### config.mk
export PLATFORM = sky130hd
export DESIGN_NAME = conv_feeder
export DESIGN_NICKNAME = d
export VERILOG_FILES = /design/src/rtl/conv_feeder.sv
export SDC_FILE = /design/constraint.sdc
export NUM_CORES = 1
export LEC_CHECK = 0
export CAP_MARGIN = 20
export CORE_UTILIZATION = 35
export CTS_CLUSTER_SIZE = 24
export DETAILED_ROUTE_END_ITERATION = 8
export PLACE_DENSITY_LB_ADDON = 0.08
export SETUP_SLACK_MARGIN = 0.05
export SLEW_MARGIN = 20
export SYNTH_ARGS = -nofsm -noshare
export SYNTH_HDL_FRONTEND = slang
export SYNTH_SLANG_ARGS = --single-unit
### constraint.sdc
create_clock -name clk -period 9.69 [get_ports clk]
set_input_delay 1.938 -clock clk [delete_from_list [all_inputs] [get_ports clk]]
set_output_delay 1.938 -clock clk [all_outputs]
set_load 0.02 [all_outputs]
### src/rtl/conv_feeder.sv
`timescale 1ns/1ps
// ---------------------------------------------------------------------------
// conv_feeder
//
// Collects one KSIZE x KSIZE convolution window (pixel/weight pairs in raster
// order) into a local buffer, then streams it into an external MAC kernel:
// one accumulator-clear cycle, N tap cycles, DRAIN cycles waiting for the
// kernel pipeline to settle, and finally presents the accumulated sum as a
// single result beat with valid/ready handshake. Data words are never
// modified here; they pass through bit-exact.
//
// Ports
//   clk        rising-edge clock
//   rst_n      asynchronous active-low reset
//   ld_valid   load pair valid
//   ld_ready   feeder can accept a load pair (registered)
//   ld_pixel   window pixel, raster order
//   ld_weight  matching kernel weight
//   k_clear    accumulator clear to the MAC kernel (registered)
//   k_pixel    pixel to the MAC kernel (registered)
//   k_weight   weight to the MAC kernel (registered)
//   k_result   accumulated sum returned by the MAC kernel
//   m_valid    result valid (registered)
//   m_ready    downstream accepts result
//   m_data     convolution result (registered)
//   busy       high whenever the feeder is not in its LOAD state
// ---------------------------------------------------------------------------
module conv_feeder #(
    parameter int WIDTH = 32,
    parameter int KSIZE = 3,
    parameter int DRAIN = 3
) (
    input  logic             clk,
    input  logic             rst_n,
    input  logic             ld_valid,
    output logic             ld_ready,
    input  logic [WIDTH-1:0] ld_pixel,
    input  logic [WIDTH-1:0] ld_weight,
    output logic             k_clear,
    output logic [WIDTH-1:0] k_pixel,
    output logic [WIDTH-1:0] k_weight,
    input  logic [WIDTH-1:0] k_result,
    output logic             m_valid,
    input  logic             m_ready,
    output logic [WIDTH-1:0] m_data,
    output logic             busy
);

    localparam int N     = KSIZE * KSIZE;
    localparam int CNT_W = (N > 1) ? $clog2(N) : 1;
    localparam int DRN_W = $clog2(DRAIN + 1);

    localparam logic [CNT_W-1:0] LAST_TAP = CNT_W'(N - 1);
    localparam logic [DRN_W-1:0] LAST_DRN = DRN_W'(DRAIN - 1);

    typedef enum logic [2:0] {
        ST_LOAD,
        ST_CLEAR,
        ST_ISSUE,
        ST_DRAIN,
        ST_OUT
    } state_t;

    state_t           state_q, state_d;
    logic [CNT_W-1:0] ld_cnt_q, ld_cnt_d;
    logic [CNT_W-1:0] tap_q, tap_d;
    logic [DRN_W-1:0] drn_q, drn_d;

    logic             ld_ready_q, ld_ready_d;
    logic             k_clear_q, k_clear_d;
    logic [WIDTH-1:0] k_pixel_q, k_pixel_d;
    logic [WIDTH-1:0] k_weight_q, k_weight_d;
    logic             m_valid_q, m_valid_d;
    logic [WIDTH-1:0] m_data_q, m_data_d;

    logic [WIDTH-1:0] pix_buf_q [N];
    logic [WIDTH-1:0] wt_buf_q  [N];

    logic             ld_fire;

    // A pair is taken only when the registered ready is already high, so the
    // first cycle after reset release (ready still low) never accepts.
    assign ld_fire = ld_valid && ld_ready_q && (state_q == ST_LOAD);

    // Window buffer. Deliberately not reset: a partially loaded window is
    // simply overwritten slot by slot by the next load after reset.
    always_ff @(posedge clk) begin
        if (ld_fire) begin
            pix_buf_q[ld_cnt_q] <= ld_pixel;
            wt_buf_q[ld_cnt_q]  <= ld_weight;
        end
    end

    // Next-state and next-output logic. All kernel/handshake outputs are
    // computed from the state being entered, so after the clock edge the
    // registered outputs line up with the state that is now current.
    always_comb begin
        state_d    = state_q;
        ld_cnt_d   = ld_cnt_q;
        tap_d      = tap_q;
        drn_d      = drn_q;
        m_data_d   = m_data_q;
        ld_ready_d = 1'b0;
        k_clear_d  = 1'b0;
        k_pixel_d  = '0;
        k_weight_d = '0;
        m_valid_d  = 1'b0;

        case (state_q)
            ST_LOAD: begin
                if (ld_fire) begin
                    if (ld_cnt_q == LAST_TAP) begin
                        ld_cnt_d = '0;
                        state_d  = ST_CLEAR;
                    end else begin
                        ld_cnt_d = ld_cnt_q + CNT_W'(1);
                    end
                end
            end
            ST_CLEAR: begin
                tap_d   = '0;
                state_d = ST_ISSUE;
            end
            ST_ISSUE: begin
                if (tap_q == LAST_TAP) begin
                    tap_d   = '0;
                    drn_d   = '0;
                    state_d = ST_DRAIN;
                end else begin
                    tap_d = tap_q + CNT_W'(1);
                end
            end
            ST_DRAIN: begin
                // The kernel result is valid during the last drain cycle;
                // capture it here so m_data is stable for the whole OUT phase.
                if (drn_q == LAST_DRN) begin
                    drn_d    = '0;
                    m_data_d = k_result;
                    state_d  = ST_OUT;
                end else begin
                    drn_d = drn_q + DRN_W'(1);
                end
            end
            ST_OUT: begin
                if (m_valid_q && m_ready) begin
                    state_d = ST_LOAD;
                end
            end
            default: begin
                state_d = ST_LOAD;
            end
        endcase

        case (state_d)
            ST_LOAD:  ld_ready_d = 1'b1;
            ST_CLEAR: k_clear_d  = 1'b1;
            ST_ISSUE: begin
                k_pixel_d  = pix_buf_q[tap_d];
                k_weight_d = wt_buf_q[tap_d];
            end
            ST_OUT:   m_valid_d  = 1'b1;
            default: begin
            end
        endcase
    end

    // State, counters and registered outputs. Reset forces everything to
    // the idle LOAD picture with ready low until the first edge after release.
    always_ff @(posedge clk or negedge rst_n) begin
        if (!rst_n) begin
            state_q    <= ST_LOAD;
            ld_cnt_q   <= '0;
            tap_q      <= '0;
            drn_q      <= '0;
            ld_ready_q <= 1'b0;
            k_clear_q  <= 1'b0;
            k_pixel_q  <= '0;
            k_weight_q <= '0;
            m_valid_q  <= 1'b0;
            m_data_q   <= '0;
        end else begin
            state_q    <= state_d;
            ld_cnt_q   <= ld_cnt_d;
            tap_q      <= tap_d;
            drn_q      <= drn_d;
            ld_ready_q <= ld_ready_d;
            k_clear_q  <= k_clear_d;
            k_pixel_q  <= k_pixel_d;
            k_weight_q <= k_weight_d;
            m_valid_q  <= m_valid_d;
            m_data_q   <= m_data_d;
        end
    end

    assign ld_ready = ld_ready_q;
    assign k_clear  = k_clear_q;
    assign k_pixel  = k_pixel_q;
    assign k_weight = k_weight_q;
    assign m_valid  = m_valid_q;
    assign m_data   = m_data_q;
    assign busy     = (state_q != ST_LOAD);

endmodule

==> reports/metrics.cfg <==
[sta]
rsz0062_at_grt=false
drv_slew=0
relSlewSlack_pct=33.4
clock.fmax_mhz=230
setup_tns_ns=0
hold_viol=0
finClkSkew_ns=0.0227
finalCritPeriodShare_pct=44.8
post-route-min-period_ns=4.34
setup_slack_ns=5.35
tightest_slew_ns=0.996
finalSetupViolCount=0

[floorplanning]
rows=97
die_area_um2=73000
pin_count=200
die_w_um=270
coreArea_um2=70600
die_h_um=270
start_util_pct=35.6

[synth]
synth.area.top_cells=edfxtp_1 (69%), mux4_2 (11%), dfrtp_1 (11%), nand2_1 (2.0%), a22oi_1 (1.9%)
postSynthCellCount=1185
syn_avg_cell_area_um2=21.2
synth-seq-cells=688
synth_cell_types=44
synth-seq-area-share_pct=79.9
synth_nets=1291
yosysTopAreaCell=edfxtp_1
synth_edf_count=576
synth-async-reset-ratio_pct=16.3
synth_top_flop_cell=edfxtp_1
synth_top_cell_area_share_pct=68.7
syn_area_um2=25200
ys_warn_count=0

[clocking]
insertion_delay_ns=0.61
cts_tree=yes
cts_resized=0
cts_root_buf=clkbuf_16
clock_sinks=688
clkTransAtPathRegs_ns=0.06
numCtsBuffers=75
post_cts.repair.setup_buffers=0
holdBufCountCts=0
cts.htree.levels=3
cts_buffer_depth=3

[global_route]
antenna_found_initial=3
grt_overflow=0
grt_start_max_net_pins=73
grt_pass1_wl_mm=83.4
grtUsageTotal_pct=15.4
grt_pass1_vias=12700

[finish]
fin_util_pct=43.4
final_layout_size_suffix_gt1_share_pct=20.2
final_cell_count_no_fill=2428
nets=1534
diodes=0
area_growth_pct=21.8

[drt]
postRouteWirelength_mm=55.0
dr.pass1.iters=5
num_vias=11900
drc=0
viasPerCell=4.92
drt-wirelength-per-cell_um=22.7
ant_nets=0
drtIter0Drc=853

[setup_path]
crit_required_ns=9.92
path_class=input pin to flip-flop
worstPathMaxFanout=42
end_kind=flip-flop
crit_arrival_ns=4.58
startpoint_type=input pin

[power]
power_density_nw_per_um2=308
p_leak_nw=10.4
vdd_drop_max_mv=0.298
finalPower_mw=9.43

[placed_design]
pre_cts_ws_ns=4.67
routabilityCongestion=0.718
io_buffers=199
dp_cells=2291
dpl.hpwl_mm=29.2

[outcome]
status=finished clean

[flow_run]
cap_violations=0

[min_path]
hold_path_class=flip-flop to flip-flop

[report_power, final]
part	leakage (nW)	switching (mW)	total [mW]	internal (mW)
sequential	6.64	0.0890	3.51	3.42
clock	1.12	1.12	2.71	1.59
combinational	2.64	1.75	3.21	1.47
total	10.4	2.96	9.43	6.48
[through the flow]
step / hold WS, ns / cell area, um^2
after CTS: 0.438 / 30600
after detailed placement: 0.423 / 28300
final: 0.430 / 30700
after global routing: 0.457 / 30700
after global placement: 0.420 / 28300
after floorplan: 0.415 / 25200
[registers in the layout (all words and copies together), names as in the netlist]
name and count:
pix_buf_q 288, wt_buf_q 288, k_pixel 32, k_weight 32, m_data 32, ld_cnt_q 4
tap_q 4, state_q 3, drn_q 2, k_clear 1, ld_ready 1, m_valid 1
[per-layer routing]
layer	track usage, %	share of wire [%]	vias to the layer above
li1	-	-	5268
met4	4.41	2.3	6
met5	0	0.058	-
met2	24.0	47	256
met1	21.6	47	6314
met3	3.33	4.3	93
[worst max-delay path, cell delays in order]
cell and delay (ns):
clkdlybuf4s50_1 0.47, nand4b_1 0.45, nor3_1 0.46, and2_4 0.49
buf_4 0.70
[cells in the mapped netlist, drive strengths merged, types with 6 or more instances]
cell	number
edfxtp	576
nand2	132
mux4	127
dfrtp	112
a22oi	64
mux2	35
buf	29
clkbuf	28
nor2	13
o21ai	10
inv	9
nor3	7
ha	6
[cells in the final DEF (no fill, tap or decap), drive strengths merged, types with 2 or more instances in the layout]
cell type | netlist | layout
mux2 | 35 | 35
clkbuf | 28 | 108
and3 | 3 | 3
nand4b | 2 | 2
inv | 9 | 10
nand3 | 2 | 2
mux2i | 4 | 4
nor2 | 13 | 13
buf | 29 | 25
and2 | 3 | 3
o21ai | 10 | 10
bufinv | 0 | 3
clkdlybuf4s50 | 0 | 198
mux4 | 127 | 127
nand2 | 132 | 132
edfxtp | 576 | 576
dfrtp | 112 | 112
nand2b | 3 | 3
ha | 6 | 6
a21oi | 3 | 3
nor3 | 7 | 7
nor4 | 2 | 2
clkinv | 0 | 24
a22oi | 64 | 64
[final timing paths]
path / cells after the start / slack (ns) / end / startpoint
min reg2reg: 2 / 0.43 / k_pixel[25] / pix_buf_q[8][25]
max reg2reg: 8 / 5.70 / k_pixel[10] / state_q[2]
min in group asynchronous: 1 / 1.40 / k_weight[10] / rst_n
max in group asynchronous: 2 / 7.09 / k_weight[16] / rst_n
max: 5 / 5.35 / pix_buf_q[2][17] / ld_valid
min: 2 / 0.43 / k_pixel[25] / pix_buf_q[8][25]
[final cells by class]
cell class	count	area [um^2]
inverter	9	33.8
multi-input combinational	431	4830
sequential	688	20100
timing repair buffer	223	2180
clock inverter	29	208
tap	940	1180
clock buffer	108	2120
fill	6207	40000
[kinds of logic (layout without fill, tap and decap cells)]
family	Yosys count	in the layout	share of synthesized area (%)
xor+xnor	2	2	0.0696
buf+inv	66	369	1.25
compound gates	82	82	2.41
mux	166	166	13.1
flops	688	688	79.9
fa+ha+maj	6	6	0.298
simple gates	175	175	3.02
No activity file was read; power rests on OpenSTA's default activity.
